**src/rtl/stack_ctrl_pkg.sv**
```systemverilog
// ---------------------------------------------------------------------------
// stack_ctrl_pkg
// Shared definitions for the return-address stack.
//   - OP_POP / OP_PUSH : control-unit opcodes that raise the pop / push strobes
//   - DEF_DEPTH, DEF_AW: default stack depth and stored return-address width
//   - stackOp_e        : decoded per-cycle stack operation
// ---------------------------------------------------------------------------
package stack_ctrl_pkg;

  localparam logic [5:0] OP_POP  = 6'b101000;
  localparam logic [5:0] OP_PUSH = 6'b101001;

  localparam int DEF_DEPTH = 8;
  localparam int DEF_AW    = 10;

  // STK_REPLACE is a simultaneous push+pop: the top entry is overwritten.
  typedef enum logic [1:0] {
    STK_IDLE,
    STK_PUSH,
    STK_POP,
    STK_REPLACE
  } stackOp_e;

endpackage

```
**src/rtl/stack_mem.sv**
```systemverilog
// ---------------------------------------------------------------------------
// stack_mem
// DEPTH x AW register array backing the return-address stack.
// Contents are deliberately not reset; validity is tracked by the owner.
// Ports:
//   i_clk    : clock, write happens on the rising edge
//   i_we     : write enable
//   i_waddr  : write address
//   i_wdata  : write data
//   i_raddr  : asynchronous read address
//   o_rdata  : asynchronous read data
// ---------------------------------------------------------------------------
module stack_mem #(
  parameter int DEPTH = 8,
  parameter int AW    = 10
) (
  input  logic                       i_clk,
  input  logic                       i_we,
  input  logic [$clog2(DEPTH)-1:0]   i_waddr,
  input  logic [AW-1:0]              i_wdata,
  input  logic [$clog2(DEPTH)-1:0]   i_raddr,
  output logic [AW-1:0]              o_rdata
);

  logic [AW-1:0] r_mem [DEPTH];

  // Single synchronous write port.
  always_ff @(posedge i_clk) begin
    if (i_we) begin
      r_mem[i_waddr] <= i_wdata;
    end
  end

  // Read is combinational so a return can use the top entry in its own cycle.
  assign o_rdata = r_mem[i_raddr];

endmodule

```
**src/rtl/stack_ctrl.sv**
```systemverilog
// ---------------------------------------------------------------------------
// stack_ctrl
// Return-address stack controller for the CPU call/return path. Owns the
// stack pointer, the sticky error flags and the top-of-stack mux; storage
// lives in stack_mem.
// Ports:
//   i_clk      : system clock
//   i_reset    : asynchronous active-high reset (empties the stack)
//   i_push     : store i_ret_addr this cycle
//   i_pop      : remove top entry this cycle
//   i_ret_addr : return address to store (PC+1)
//   i_clr_err  : synchronous clear of o_ovf / o_unf
//   o_top      : current top entry, combinational, 0 when empty
//   o_count    : number of valid entries
//   o_full     : o_count == DEPTH
//   o_empty    : o_count == 0
//   o_ovf      : sticky overflow flag
//   o_unf      : sticky underflow flag
// ---------------------------------------------------------------------------
module stack_ctrl
  import stack_ctrl_pkg::*;
#(
  parameter int DEPTH = DEF_DEPTH,
  parameter int AW    = DEF_AW
) (
  input  logic                       i_clk,
  input  logic                       i_reset,
  input  logic                       i_push,
  input  logic                       i_pop,
  input  logic [AW-1:0]              i_ret_addr,
  input  logic                       i_clr_err,
  output logic [AW-1:0]              o_top,
  output logic [$clog2(DEPTH):0]     o_count,
  output logic                       o_full,
  output logic                       o_empty,
  output logic                       o_ovf,
  output logic                       o_unf
);

  localparam int PW = $clog2(DEPTH);
  localparam logic [PW:0] FULL_CNT = (PW+1)'(DEPTH);
  localparam logic [PW:0] ONE      = (PW+1)'(1);

  // r_sp points to the next free slot and doubles as the entry count.
  logic [PW:0]    r_sp;
  logic           r_ovf;
  logic           r_unf;

  logic [PW:0]    w_spNext;
  logic [PW:0]    w_topIdx;
  logic           w_full;
  logic           w_empty;
  logic           w_we;
  logic [PW-1:0]  w_waddr;
  logic [AW-1:0]  w_rdata;
  logic           w_setOvf;
  logic           w_setUnf;
  stackOp_e       w_op;

  assign w_full   = (r_sp == FULL_CNT);
  assign w_empty  = (r_sp == '0);
  assign w_topIdx = r_sp - ONE;

  stack_mem #(
    .DEPTH (DEPTH),
    .AW    (AW)
  ) u_mem (
    .i_clk   (i_clk),
    .i_we    (w_we),
    .i_waddr (w_waddr),
    .i_wdata (i_ret_addr),
    .i_raddr (w_topIdx[PW-1:0]),
    .o_rdata (w_rdata)
  );

  // Decode the strobes, then apply the full/empty guards before any pointer
  // move. An empty push+pop degrades to a push that also flags underflow.
  always_comb begin
    w_op     = STK_IDLE;
    w_spNext = r_sp;
    w_we     = 1'b0;
    w_waddr  = '0;
    w_setOvf = 1'b0;
    w_setUnf = 1'b0;

    case ({i_push, i_pop})
      2'b10:   w_op = STK_PUSH;
      2'b01:   w_op = STK_POP;
      2'b11:   w_op = STK_REPLACE;
      default: w_op = STK_IDLE;
    endcase

    case (w_op)
      STK_PUSH: begin
        if (w_full) begin
          w_setOvf = 1'b1;
        end else begin
          w_we     = 1'b1;
          w_waddr  = r_sp[PW-1:0];
          w_spNext = r_sp + ONE;
        end
      end
      STK_POP: begin
        if (w_empty) begin
          w_setUnf = 1'b1;
        end else begin
          w_spNext = r_sp - ONE;
        end
      end
      STK_REPLACE: begin
        w_we = 1'b1;
        if (w_empty) begin
          w_setUnf = 1'b1;
          w_waddr  = '0;
          w_spNext = ONE;
        end else begin
          w_waddr  = w_topIdx[PW-1:0];
        end
      end
      default: begin
      end
    endcase
  end

  // Pointer and sticky flags; a new error event outranks a same-cycle clear.
  always_ff @(posedge i_clk or posedge i_reset) begin
    if (i_reset) begin
      r_sp  <= '0;
      r_ovf <= 1'b0;
      r_unf <= 1'b0;
    end else begin
      r_sp  <= w_spNext;
      r_ovf <= w_setOvf | (r_ovf & ~i_clr_err);
      r_unf <= w_setUnf | (r_unf & ~i_clr_err);
    end
  end

  assign o_top   = w_empty ? '0 : w_rdata;
  assign o_count = r_sp;
  assign o_full  = w_full;
  assign o_empty = w_empty;
  assign o_ovf   = r_ovf;
  assign o_unf   = r_unf;

endmodule

```
**config.mk**
```make
export PLATFORM = sky130hd
export DESIGN_NAME = stack_ctrl
export DESIGN_NICKNAME = d
export VERILOG_FILES = /design/src/rtl/stack_ctrl_pkg.sv /design/src/rtl/stack_mem.sv /design/src/rtl/stack_ctrl.sv
export SDC_FILE = /design/constraint.sdc
export NUM_CORES = 1
export LEC_CHECK = 0
export ABC_AREA = 1
export CORE_ASPECT_RATIO = 0.8
export CORE_MARGIN = 10
export CORE_UTILIZATION = 45
export DETAILED_ROUTE_END_ITERATION = 16
export PLACE_DENSITY = 0.67
export SLEW_MARGIN = 20
export SYNTH_ARGS = -nofsm -noshare
export SYNTH_HDL_FRONTEND = slang
export SYNTH_HIERARCHICAL = 1
export SYNTH_SLANG_ARGS = --single-unit
```
**constraint.sdc**
```tcl
create_clock -name i_clk -period 2.45 [get_ports i_clk]
set_input_delay 0.49 -clock i_clk [delete_from_list [all_inputs] [get_ports i_clk]]
set_output_delay 0.49 -clock i_clk [all_outputs]
set_load 0.05 [all_outputs]
```
* Word-level counts from Yosys, hierarchy flattened
Memory sizes are Yosys's and may differ from the RTL's. Cells that the tools add are included.
Operators by class: add/subtract/negate cells 2, eq/ne operators 10, multiplexer cells 17, bitwise gates (word level) 5, reductions and logical operators 4
Operators with widths (number):
- two-way mux 4 bit | 3
- case mux 4 bit (3 select lines) | 1
- two-way mux 10 bit | 1
- == test 2 bit (second input constant) | 4
- two-way mux 1 bit | 7
- two-way mux 3 bit | 2
- inequality test 2 bit (second input constant) | 3
- case mux 2 bit (3 select lines) | 1
- case mux 3 bit (2 select lines) | 1
- adder 4 x 1 -> 4 bit (second input constant) | 1
- == test 2 x 1 -> 1 bit (second input constant) | 2
- == test 4 bit (second input constant) | 1
- logical NOT 4 bit | 1
- AND reduction 4 bit | 1
- subtractor 4 x 1 -> 4 bit (second input constant) | 1
- nonzero test 3 bit | 1
- bitwise AND 1 bit | 2
- bitwise OR 1 bit | 2
- case mux 1 bit (2 select lines) | 1
- OR reduction 2 bit | 1
- NOT 1 bit | 1
Word-level totals: flip-flop bits (word level) 6, bits in writable memories 80, output and inout bits 18, logic and storage cells 42, memories kept 1
Memories:
- u_mem.r_mem | words 8, bits a word 10, read ports 1, clocked after memory_dff 0, write ports 1, line stack_mem.sv:25 | logic [AW-1:0] r_mem [DEPTH];

* Longest topological paths before layout
Gate-level depths: netlist of the first run.
depth in word-level cells 6, gate-level depth with buffers 11, mapped depth without buffers 10

* Modules after synthesis
The synthesis of the first run kept the hierarchy.
Modules (own cells, without submodules):
- stack_mem | instances 1, cells an instance 364, area each 3613.5 um2, seq. area each 2402.3 um2
- stack_ctrl | instances 1, cells an instance 99, area each 605.6 um2, seq. area each 150.1 um2

* Least setup slack after synthesis of the first run
OpenSTA, ideal clock, no wires.
path kind reg2out, start point reg r_sp[0] (netlist: o_count[0]), end point out o_top[0], arrival time 2.451 ns, data required time 1.960 ns, path slack -0.491 ns, cell stages (with the launch flop) 11, path buffers 1, path through dfrtp_1 > inv_1 > ha_1 > inv_1 > buf_2 > nand3_1 > nand2_1 > nand2_1 > nand2_1 > inv_1 > nor2_1
Between the ends: cells in the longest elaborated chain, start to end 3
RTL lines:
- start: declaration | line stack_ctrl.sv:45 | logic [PW:0] r_sp;
- start signal: assignment | line stack_ctrl.sv:132 | r_sp <= w_spNext;
- subtractor 4 x 1 -> 4 bit
- named net w_topIdx[0] | line stack_ctrl.sv:50 | logic [PW:0] w_topIdx;
- memory read (8 x 10 bit)
- named net w_rdata[0] | line stack_ctrl.sv:55 | logic [AW-1:0] w_rdata;
- two-way mux 10 bit | line stack_ctrl.sv:138 | assign o_top = w_empty ? '0 : w_rdata;
- end: declaration | line stack_ctrl.sv:32 | output logic [AW-1:0] o_top,
The timed path passes the listed nets, and every way through them passes these cells.

* Worst setup path after layout of the first run
start point reg r_sp[0] (netlist: o_count[0]), end point out o_top[2]
Same word-level chain as after synthesis.

==> results of run 1 <==
metal layers:
| layer | wire [um] | share of wire, % | up-vias |
|---|---|---|---|
| met1 | 4269 | 43 | 1471 |
| met4 | 209 | 2.1 | 0 |
| met3 | 607 | 6.1 | 21 |
| met5 | 0 | 0 | - |
| met2 | 4944 | 49 | 117 |
| li1 | - | - | 1535 |
Yosys cell counts, drive strengths merged:
library cell / number / area share (%)
edfxtp: 80 / 57
nand2: 166 / 16
dfrtp: 6 / 3.6
buf: 16 / 3.1
nand3: 47 / 5.6
nand4: 1 / 0.15
nor2: 25 / 2.5
clkinv: 2 / 0.21
a21oi: 4 / 0.47
inv: 106 / 9.5
o21ai: 4 / 0.47
ha: 3 / 0.89
xor2: 1 / 0.39
o22ai: 2 / 0.30
through the flow:
| stage | instances | instance area, sq um |
|---|---|---|
| 4_1_cts | 641 | 5276 |
| 3_3_place_gp | 617 | 4811 |
| 2_1_floorplan | 463 | 4297 |
| 5_1_grt | 641 | 5403 |
| 3_5_place_dp | 617 | 4811 |
| 6_report | 641 | 5403 |
area by class of cell:
class                           count  area share, %
Tap cell                          115          2.663
Multi-Input combinational cell    253          23.92
Clock buffer                       11          4.308
Inverter                          108          8.175
Sequential cell                    86          47.29
Timing Repair Buffer               63          12.55
Clock inverter                      5          1.088
final timing paths:
path | start | endpoint | slack, ns | depth (start not counted)
max in group asynchronous | i_reset | o_count[1]$_DFFE_PP0P_ | 1.87 | 2
hold reg to reg | o_ovf$_DFF_PP0_ | o_ovf$_DFF_PP0_ | 0.53 | 2
min in group i_clk | o_ovf$_DFF_PP0_ | o_ovf$_DFF_PP0_ | 0.53 | 2
setup reg to reg | o_count[0]$_DFFE_PP0P_ | u_mem/r_mem[4][8]$_DFFE_PP_ | 0.32 | 9
setup / recovery | o_count[0]$_DFFE_PP0P_ | o_top[2] | 0.003 | 12
hold / removal | i_reset | o_count[0]$_DFFE_PP0P_ | 0.37 | 2
registers in the layout, summed over array words and instances (netlist names):
register and count:
o_count 4, u_mem/r_mem 80, o_ovf 1, o_unf 1
worst reg2reg max path: cells and delay by family, from the launching register on:
family          cells  cell delay (ns)
buf+inv             3             0.40
flops               1             0.43
fa+ha+maj           1             0.16
simple gates        3             0.30
compound gates      2             0.54
cells by family (layout without fill, tap and decap cells):
kind of cell             count (synthesis)  in the layout  synth area share, %
XOR/XNOR                                 1              1               0.3856
AO/OA/AOI/OAI                           10             10                1.246
AND/OR/NAND/NOR                        239            239                24.14
buffers and inverters                  124            187                12.84
flip-flops                              86             86                60.50
adder cells (fa/ha/maj)                  3              3               0.8898
what timing repair did:
item | CTS | global route
setup buffers | 4 | 1
resized for setup | 36 | 46
endpoints found under the setup margin | 10 | 10
gates cloned | 4 | 0
pin swaps | 0 | 31
==> metrics.cfg, run 1 <==
[cells_and_area]
num-fill-cells=747
final_core_util_pct=59.27
syn2layout_area_growth_pct=28.05
final_cell_mix=nand2_1 (140), inv_1 (89), edfxtp_1 (80)
final_common_cell=nand2_1
multi_input_area_sq_um=1292
seqCellArea_sq_um=2555
drive_above_1_share_pct=24.52
final_nets=539
n_antenna_cell=0

[placement]
place.gp.congestion=0.8376
dp_worst_setup_slack_ns=0.1436
hpwlAfterDp_um=6597
numPortBuffers=32

[sta]
min_period_ns=2.447
grt_setup_unrepaired=true
worst_slack_ns=0.002748
worst_pin_slew_ns=0.5019
hold_viol=0
finalSetupTns_ns=0
setup_violations=0
skew_ns=0.004154
hold_slack_ns=0.3676
period_share_pct=99.89
maxSlewViolCount=0
relSlewSlack_pct=66.44
timing.fmax_ghz=0.4086

[floorplan]
start_util_pct=46.29
fp.dieW_um=128.3
rows=31
core_area_sq_um=9115
dieHeight_um=106.6
ios=33
die-area_sq_um=13670

[routing]
post_drt_wl_per_cell_um=15.65
totalWireLength_um=10030
drc_errors=0
via_per_inst=4.905
dr.first_iter.drc_count=226
dr.pass1.iters=5
vias=3144
ant_nets=0

[logic_synthesis]
synth_nets=481
ys_types=24
syn_avg_cell_area_sq_um=9.112
syn_area_sq_um=4219
synthCells=463
ys_warn_count=6
yosysSeqAreaShare_pct=60.50
synth_seq_cells=86

[global_route]
grt_util_all_layers_pct=14.84
gr-usage-met1_pct=18.33
grt_overflow_total=0
gr-usage-met3_pct=3.791
met2_usage_pct=24.51
antenna_found_initial=0
first_global_vias=3082
grt_start_max_net_pins=41
grt_pass1_wl_um=15980
grt_busiest_layer=met2

[clocking]
clk_latency_ns=0.34
path_clk_slew_ns=0.06
numCtsBuffers=9
cts_tree=built
htreeDepth=3
clockBufferDepth=2
cts_sinks=86
cts-root-buf=clkbuf_16
hold_buffers=0

[worst_setup_path]
path_buf_inv=6
cp_max_fo=5
critical_path.startpoint_type=register
critPathRequiredTime_ns=1.96
cp-end-kind=output pin
cp_top_family=buffers and inverters
path_cells=clkinv_4, ha_4, inv_8, inv_8, buf_6, nand3_1, nand2_1, nand2_2, nand2_2, inv_2, nor2_4, buf_6
worstSetupPathType=register to output pin
slowest_stage=dfrtp_2
cpPeakStageDelay_ns=0.39
arrival_ns=1.96

[hold_path]
min_path_type=primary input to asynchronous set/reset pin

[run]
cap_violations=0

[status]
status=complete, no violations

Power of run 1 is left out: the tool's default activity adds up to more than one toggle a clock period on the data nets, which glitch-free logic cannot reach.
==> run 2, diff against run 1 <==
Settings changed: CORE_ASPECT_RATIO 0.8 to 2.
==> metrics.cfg, run 2 (synthesized netlist as in run 1, its figures left out) <==
[worst_setup_path]
cp_max_fo=6  ; +1
critical_path.startpoint_type=register
cp-end-kind=output pin
r2r_end=u_mem/r_mem[5][2]$_DFFE_PP_
reg2reg_setup_slack_ns=0.24  ; -0.08 ns
arrival_ns=1.94  ; -0.02 ns
worstSetupPathType=register to output pin
reg2regPathDepth=11  ; +2
reg2reg_from=o_count[1]$_DFFE_PP0P_
critPathRequiredTime_ns=1.96  ; about the same

[clocking]
path_clk_slew_ns=0.06  ; about the same
clk_latency_ns=0.33  ; about the same
cts_sinks=86  ; unchanged
cts-root-buf=clkbuf_16
numCtsBuffers=9  ; unchanged
clockBufferDepth=2  ; unchanged
cts_tree=built
htreeDepth=3  ; unchanged

[global_route]
grt_start_max_net_pins=41  ; unchanged
grt_util_all_layers_pct=14.13  ; -0.71 points
antenna_found_initial=0  ; unchanged
grt_overflow_total=0  ; unchanged
grt_pass1_wl_um=14700  ; -8.0%
first_global_vias=3095  ; +0.42%

[floorplan]
ios=33  ; unchanged
core_area_sq_um=9259  ; +1.6%
dieHeight_um=156.9  ; +47%
fp.dieW_um=88.47  ; -31%
rows=50  ; +61%
start_util_pct=45.57  ; -0.72 points
die-area_sq_um=13880  ; +1.5%

[placement]
hpwlAfterDp_um=6536  ; -0.92%
post-place-cells=607  ; -1.6%
place_area_sq_um=4805  ; -0.13%
place.gp.congestion=0.8455  ; +0.94%
numPortBuffers=32  ; unchanged

[routing]
totalWireLength_um=9741  ; -2.9%
dr.first_iter.drc_count=199  ; -12%
via_per_inst=4.901  ; about the same
post_drt_wl_per_cell_um=15.36  ; -1.8%
ant_nets=0  ; unchanged
dr.pass1.iters=4  ; -1
vias=3107  ; -1.2%
drc_errors=0  ; unchanged

[cells_and_area]
final_common_cell=nand2_1
final_cell_mix=nand2_1 (145), inv_1 (89), edfxtp_1 (80)
n_antenna_cell=0  ; unchanged
final_nets=543  ; +0.74%
top_register=u_mem/r_mem
drive_above_1_share_pct=25.66  ; +1.1 points
num-fill-cells=785  ; +5.1%
syn2layout_area_growth_pct=29.74
final_cells=634  ; -1.1%
largest_reg_flops=80  ; unchanged
design_area_sq_um=5474  ; +1.3%

[sta]
timing.fmax_ghz=0.4120  ; +0.83%
hold_slack_ns=0.3871  ; +0.01953 ns
relSlewSlack_pct=65.56  ; -0.88 points
finalSetupTns_ns=0  ; unchanged
min_period_ns=2.427  ; -0.02011 ns
skew_ns=0.005196  ; +0.001043 ns
grt_setup_unrepaired=true
period_share_pct=99.07  ; -0.82 points
setup_violations=0  ; unchanged
hold_viol=0  ; unchanged
worst_pin_slew_ns=0.5151  ; +0.01317 ns
maxSlewViolCount=0  ; unchanged

[run]
cap_violations=0  ; unchanged

[hold_path]
min_path_type=primary input to asynchronous set/reset pin

[status]
status=complete, no violations

==> run 2: cell type report <==
class	count	area, sq um	area share (%)
well taps	104	130.1	2.377
flip-flops and latches	86	2555	46.67
clock buffers	12	256.5	4.686
repair buffers	67	739.5	13.51
multi-input cells	253	1315	24.02
inverters	108	446.7	8.160
clock inverters	4	31.28	0.5714
==> run 2: worst max-delay path by stage <==
stage / start / end / slack [ns]
final: o_count[0]$_DFFE_PP0P_ / o_top[0] / 0.02
after global placement: i_pop / u_mem/r_mem[5][2]$_DFFE_PP_ / 0.03
after CTS: o_count[0]$_DFFE_PP0P_ / o_top[3] / 0.007
after floorplan: o_count[0]$_DFFE_PP0P_ / u_mem/r_mem[4][0]$_DFFE_PP_ / 0.02
after global routing: o_count[0]$_DFFE_PP0P_ / o_top[0] / -0.05
after detailed placement: i_pop / u_mem/r_mem[5][7]$_DFFE_PP_ / 0.007
==> run 2: through the flow <==
stage / util [%] / setup slack (ns)
floorplan: - / 0.01563
CTS: 56.88 / 0.006583
global placement: 51.89 / 0.03371
detailed placement: 51.89 / 0.006992
finish: 59.12 / 0.02285
global route: 59.12 / -0.04887
==> run 2: critical path, cell delays in order, from the launching register on <==
cell and delay [ns]:
dfrtp_2 0.39, clkinv_4 0.10, ha_4 0.31, inv_8 0.05
clkinv_8 0.07, clkbuf_16 0.15, nand3_2 0.06, nand2_1 0.07
nand2_1 0.06, nand2_1 0.08, inv_2 0.04, nor2_4 0.08
buf_8 0.15
==> run 2: per-layer routing <==
metal  global-route usage [%]  routed length, um  vias to the layer above
met5                        0                  0                        -
met4                    8.288                360                        0
met3                    2.795                285                       24
met2                    26.93               5677                       56
met1                    13.03               3418                     1474
li1                         -                  -                     1553
==> run 2: repair_timing <==
item,4_1_cts,5_1_grt
hold buffers,0,0
resized for setup,30,48
cloned,2,2
endpoints found under the setup margin,10,10
setup buffers,8,0
pin swaps,0,50
Power of run 2 is left out for the same reason.
